===== src/rtl/input_width_transform_pkg.sv =====
// Shared constants and types for the receive-side host interface:
// word flags, preamble/SFD byte values and the framing FSM state type.
package input_width_transform_pkg;

   localparam logic [2:0] PREAMBLE_MAX  = 3'd7;
   localparam logic [3:0] MD_BYTES      = 4'd8;
   localparam logic [3:0] MD_LAST       = 4'd7;
   localparam logic [7:0] PREAMBLE_BYTE = 8'h55;
   localparam logic [7:0] SFD_BYTE      = 8'hd5;

   localparam logic [1:0] FLAG_HEAD = 2'b01;
   localparam logic [1:0] FLAG_MID  = 2'b11;
   localparam logic [1:0] FLAG_TAIL = 2'b10;

   typedef enum logic [2:0] {
      IDLE_S     = 3'd0,
      PREAMBLE_S = 3'd1,
      MD_S       = 3'd2,
      PKT_S      = 3'd3,
      DISCARD_S  = 3'd4
   } state_t;

   // Number of unused trailing bytes in the tail word; a full word has none.
   function automatic logic [3:0] tail_invalid(input logic full, input logic [3:0] cnt);
      logic [4:0] rem;
      rem = 5'd16 - {1'b0, cnt};
      if (full) begin
         tail_invalid = 4'd0;
      end else begin
         tail_invalid = rem[3:0];
      end
   endfunction

endpackage


===== src/rtl/input_width_transform.sv =====
// Strips preamble/SFD from the PHY byte stream and packs metadata plus frame
// bytes into 134-bit {flag, invalid, data} words for the HCP input buffer.
module input_width_transform
   import input_width_transform_pkg::*;
(
   input  logic         i_clk,
   input  logic         i_rst_n,
   input  logic [7:0]   iv_data,
   input  logic         i_data_wr,
   output logic [133:0] ov_pkt_data,
   output logic         o_pkt_data_wr,
   output logic         o_frame_err
);

   state_t         state_r, state_s;
   logic [2:0]     pre_cnt_r, pre_cnt_s;
   logic [3:0]     cnt_r, cnt_s;
   logic           full_r, full_s;
   logic           is_md_r, is_md_s;
   logic [127:0]   asm_r, asm_s;
   logic [127:0]   lane_asm_s;
   logic [133:0]   pkt_data_r, pkt_data_s;
   logic           pkt_wr_r, pkt_wr_s;
   logic           frame_err_r, frame_err_s;

   // Assembly register with the current byte dropped into lane cnt_r.
   always_comb begin
      lane_asm_s = asm_r;
      for (int i = 0; i < 16; i++) begin
         if (cnt_r == 4'(i)) begin
            lane_asm_s[127-8*i -: 8] = iv_data;
         end else begin
            lane_asm_s[127-8*i -: 8] = asm_r[127-8*i -: 8];
         end
      end
   end

   // Framing FSM: next state, datapath updates and output strobes.
   always_comb begin
      state_s     = state_r;
      pre_cnt_s   = pre_cnt_r;
      cnt_s       = cnt_r;
      full_s      = full_r;
      is_md_s     = is_md_r;
      asm_s       = asm_r;
      pkt_data_s  = pkt_data_r;
      pkt_wr_s    = 1'b0;
      frame_err_s = 1'b0;

      case (state_r)
         IDLE_S: begin
            if (i_data_wr) begin
               if (iv_data == PREAMBLE_BYTE) begin
                  state_s   = PREAMBLE_S;
                  pre_cnt_s = 3'd1;
               end else begin
                  state_s     = DISCARD_S;
                  frame_err_s = 1'b1;
               end
            end else begin
               state_s = IDLE_S;
            end
         end

         PREAMBLE_S: begin
            if (!i_data_wr) begin
               state_s     = IDLE_S;
               frame_err_s = 1'b1;
            end else if (iv_data == SFD_BYTE) begin
               state_s = MD_S;
               asm_s   = 128'd0;
               cnt_s   = 4'd0;
               full_s  = 1'b0;
               is_md_s = 1'b0;
            end else if ((iv_data == PREAMBLE_BYTE) && (pre_cnt_r < PREAMBLE_MAX)) begin
               pre_cnt_s = pre_cnt_r + 3'd1;
            end else begin
               state_s     = DISCARD_S;
               frame_err_s = 1'b1;
            end
         end

         MD_S: begin
            if (i_data_wr) begin
               asm_s = lane_asm_s;
               if (cnt_r == MD_LAST) begin
                  state_s = PKT_S;
                  cnt_s   = 4'd0;
                  full_s  = 1'b1;
                  is_md_s = 1'b1;
               end else begin
                  cnt_s = cnt_r + 4'd1;
               end
            end else begin
               state_s     = IDLE_S;
               frame_err_s = 1'b1;
            end
         end

         PKT_S: begin
            if (i_data_wr) begin
               if (full_r) begin
                  // The arriving byte proves the held word complete: emit it, start a new one.
                  pkt_wr_s   = 1'b1;
                  pkt_data_s = {(is_md_r ? FLAG_HEAD : FLAG_MID), 4'h0, asm_r};
                  asm_s      = {iv_data, 120'd0};
                  cnt_s      = 4'd1;
                  full_s     = 1'b0;
                  is_md_s    = 1'b0;
               end else begin
                  asm_s  = lane_asm_s;
                  cnt_s  = cnt_r + 4'd1;
                  full_s = (cnt_r == 4'd15);
               end
            end else begin
               state_s = IDLE_S;
               if (is_md_r) begin
                  frame_err_s = 1'b1;
               end else begin
                  pkt_wr_s   = 1'b1;
                  pkt_data_s = {FLAG_TAIL, tail_invalid(full_r, cnt_r), asm_r};
               end
            end
         end

         DISCARD_S: begin
            if (i_data_wr) begin
               state_s = DISCARD_S;
            end else begin
               state_s = IDLE_S;
            end
         end

         default: begin
            state_s = IDLE_S;
         end
      endcase
   end

   // State register.
   always_ff @(posedge i_clk or negedge i_rst_n) begin
      if (!i_rst_n) begin
         state_r <= IDLE_S;
      end else begin
         state_r <= state_s;
      end
   end

   // Counters, assembly register and registered outputs.
   always_ff @(posedge i_clk or negedge i_rst_n) begin
      if (!i_rst_n) begin
         pre_cnt_r   <= 3'd0;
         cnt_r       <= 4'd0;
         full_r      <= 1'b0;
         is_md_r     <= 1'b0;
         asm_r       <= 128'd0;
         pkt_data_r  <= 134'd0;
         pkt_wr_r    <= 1'b0;
         frame_err_r <= 1'b0;
      end else begin
         pre_cnt_r   <= pre_cnt_s;
         cnt_r       <= cnt_s;
         full_r      <= full_s;
         is_md_r     <= is_md_s;
         asm_r       <= asm_s;
         pkt_data_r  <= pkt_data_s;
         pkt_wr_r    <= pkt_wr_s;
         frame_err_r <= frame_err_s;
      end
   end

   assign ov_pkt_data   = pkt_data_r;
   assign o_pkt_data_wr = pkt_wr_r;
   assign o_frame_err   = frame_err_r;

endmodule


===== config.mk =====
export PLATFORM = sky130hd
export DESIGN_NAME = input_width_transform
export DESIGN_NICKNAME = d
export VERILOG_FILES = /design/src/rtl/input_width_transform_pkg.sv /design/src/rtl/input_width_transform.sv
export SDC_FILE = /design/constraint.sdc
export NUM_CORES = 1
export LEC_CHECK = 0
export BUFFER_PORTS_ARGS = -buffer_cell sky130_fd_sc_hd__buf_2
export CORE_ASPECT_RATIO = 1.75
export CORE_UTILIZATION = 47
export CTS_CLUSTER_SIZE = 8
export DETAILED_ROUTE_END_ITERATION = 8
export PLACE_DENSITY = 0.67
export RECOVER_POWER = 100
export SYNTH_ARGS = -nofsm -noshare
export SYNTH_HDL_FRONTEND = slang
export SYNTH_SLANG_ARGS = --single-unit

===== constraint.sdc =====
create_clock -name i_clk -period 2.9 [get_ports i_clk]
set_clock_uncertainty 0.1 [all_clocks]
set_input_delay 0.58 -clock i_clk [delete_from_list [all_inputs] [get_ports i_clk]]
set_output_delay 0.58 -clock i_clk [all_outputs]
set_load 0.1 [all_outputs]

==> out/results.ini <==
[die]
core_mm2=0.0239
dieArea_mm2=0.0250
die_height_um=209
die_w_um=120
initial_core_util_pct=47.9
num_io_pins=147
fp-row-count=75

[global_route]
antenna_found_initial=0
grt_util_all_layers_pct=22.3
grt_pass1_wl_mm=43.0
grt_pass1_vias=7739
grt_start_max_net_pins=79
grt-ovfl-total=0

[placed_design]
dp_hpwl_mm=17.5
place_congestion=0.882
placed_cell_area_mm2=0.0127
io_buffers=146

[yosys]
synth_edf_count=0
synth_ff_type=dfrtp_1
syn_avg_cell_area_um2=12.9
seq_area_frac_synth_pct=60.3
ys_ff_latch=276
syn_area_mm2=0.0115
yosysUniqueCellTypes=44
syn-num-nets=906
async_flop_share_pct=100
synth_warnings=0
syn_inst=890

[pwr]
p_leak_nw=7.21
total_power_mw=8.26
p_per_area_mw_per_mm2=612
ir_drop_mv=0.459

[sta]
period_share_pct=88.5
hold_viol=0
hold_ws_ns=0.215
fmax_mhz=389
rsz0062_at_grt=false
finalSetupViolCount=0
fin_crit_ns=2.57
report.final.slew_viol_count=0
worstMarginPinSlew_ns=1.30
relSlewSlack_pct=13.7
setup_tns_ns=0

[clock_tree]
clk_pin_slew_ns=0.05
clkSinkCount=276
clockBufferDepth=3
clock-root-buffer=clkbuf_16
clk_latency_ns=0.52
cts_resized=0
numCtsBuffers=40
cts_tree=yes
cts_setup_buffers=0
h-tree-depth=2

[routing]
drc=0
drtIter0Drc=386
routed-via-count=7341
wl_mm=26.8
viasPerCell=5.39
dr.pass1.iters=6
routedWlPerCell_um=19.7
drtAntennaViolNets=0

[setup_path]
rrSetupSlack_ns=0.33
path_max_fanout=40
endpoint_kind=flop
critPathLaunchType=flop
required_ns=3.20
worstPathArrival_ns=2.87
worstSetupPathType=reg -> reg

[cells_and_area]
drive_above_1_share_pct=21.7
antennaDiodeCount=0
final_net_count=1068
syn_to_final_growth_pct=17.9
finalInstanceArea_mm2=0.0135

[run]
maxCapViolCount=0

[run_status]
status=finished clean

[min_path]
hold_class=in -> reg

[report_power, final]
group	internal [mW]	switching (mW)
Clock	2.61	1.55
Combinational	0.0350	0.182
Sequential	3.87	0.00962
Total	6.52	1.74
[repair_timing]
item,CTS,global route
hold buffers,1,0
endpoints found under the hold margin,63,0
setup endpoints to repair,0,0
[cells in the final DEF, fill, tap and decap left out, types with 3 or more instances in the layout]
master	instances
dfrtp_1	276
clkbuf_1	146
nor2_1	140
mux2_2	128
mux2i_1	120
clkbuf_16	42
nand2_1	22
o21ai_0	17
buf_4	17
inv_1	16
nor3_1	14
nand3_1	11
a31oi_2	11
buf_2	10
a21oi_1	8
a22o_1	8
nor4_1	7
ha_1	5
buf_12	5
nand2b_1	4
nand3b_1	3
or3_1	3
a31oi_1	3
clkbuf_2	3
[final timing paths]
kind,from,endpoint,cells past startpoint
worst max-delay path,state_r[1]$_DFFE_PN0P_,ov_pkt_data[0]$_DFFE_PN0P_,5
worst min-delay path,i_data_wr,ov_pkt_data[133]$_DFFE_PN0P_,2
min in group asynchronous,i_rst_n,ov_pkt_data[27]$_DFFE_PN0P_,2
worst min register to register,ov_pkt_data[125]$_DFFE_PN0P_,ov_pkt_data[125]$_DFFE_PN0P_,1
max in group asynchronous,i_rst_n,ov_pkt_data[24]$_DFFE_PN0P_,3
worst max register to register,state_r[1]$_DFFE_PN0P_,ov_pkt_data[0]$_DFFE_PN0P_,5
[cells by family after synthesis]
kind of cell	count (synthesis)	synth area share [%]
DFF	276	60.3
adders and majority gates	5	0.546
buffers and inverters	80	3.23
xor gates and xnor gates	2	0.153
muxes	248	23.1
AOI/OAI and AO/OA	61	4.10
and+or+nand+nor	218	8.65
[state kept, by name, summed over array words and instances, names as in the netlist]
name / flops
asm_r: 128
ov_pkt_data: 134
o_pkt_data_wr: 1
pre_cnt_r: 3
o_frame_err: 1
full_r: 1
state_r: 3
cnt_r: 4
is_md_r: 1
[per-stage QoR]
step                      instances  setup slack, ns  util [%]
after floorplan                 890            0.594         -
after global placement         1317            0.345      53.1
after detailed placement       1317            0.347      53.1
after CTS                      1362            0.536      57.7
after global routing           1362            0.179      56.4
final                          1362            0.332      56.4
[final cells by class]
class                           instances  area (um2)
Multi-Input combinational cell        534        4190
Tap cell                              308         385
Sequential cell                       276        6910
Clock buffer                           42        1050
Inverter                               16        60.1
Timing Repair Buffer                  184         873
Fill cell                            2117       10400
Clock inverter                          2        46.3
[Yosys cell counts, types with 3 or more instances]
library cell | number | area share (%)
mux2i_1 | 120 | 10
nand2b_1 | 4 | 0.22
buf_4 | 4 | 0.26
or3_1 | 3 | 0.16
buf_2 | 32 | 1.4
a21oi_1 | 8 | 0.35
nand2_1 | 22 | 0.72
a22o_1 | 8 | 0.61
o21ai_0 | 17 | 0.74
clkbuf_1 | 24 | 0.79
ha_1 | 5 | 0.55
nor3_4 | 3 | 0.43
inv_1 | 16 | 0.52
nor2_1 | 142 | 4.7
mux2_2 | 128 | 13
nor3_1 | 13 | 0.57
dfrtp_1 | 276 | 60
a31oi_2 | 11 | 1.2
a31oi_1 | 3 | 0.16
nand3_1 | 11 | 0.48
nor4_1 | 7 | 0.38
nand3b_1 | 3 | 0.20
[routing by layer]
layer	up-vias	share of wire, %	global-route usage (%)
met5	-	0	0
met3	46	3.6	3.17
met2	182	54	40.0
li1	3378	-	-
met4	0	2.8	8.45
met1	3735	39	26.8
[critical path, stage by stage, from the launching register on]
cell and delay [ns]:
dfrtp_1 0.55, nor2b_1 0.22, nand2_1 0.17, nor2_4 0.20, clkbuf_2 0.75, mux2_2 0.42
Note: power is estimated with default switching activity, not from simulation.
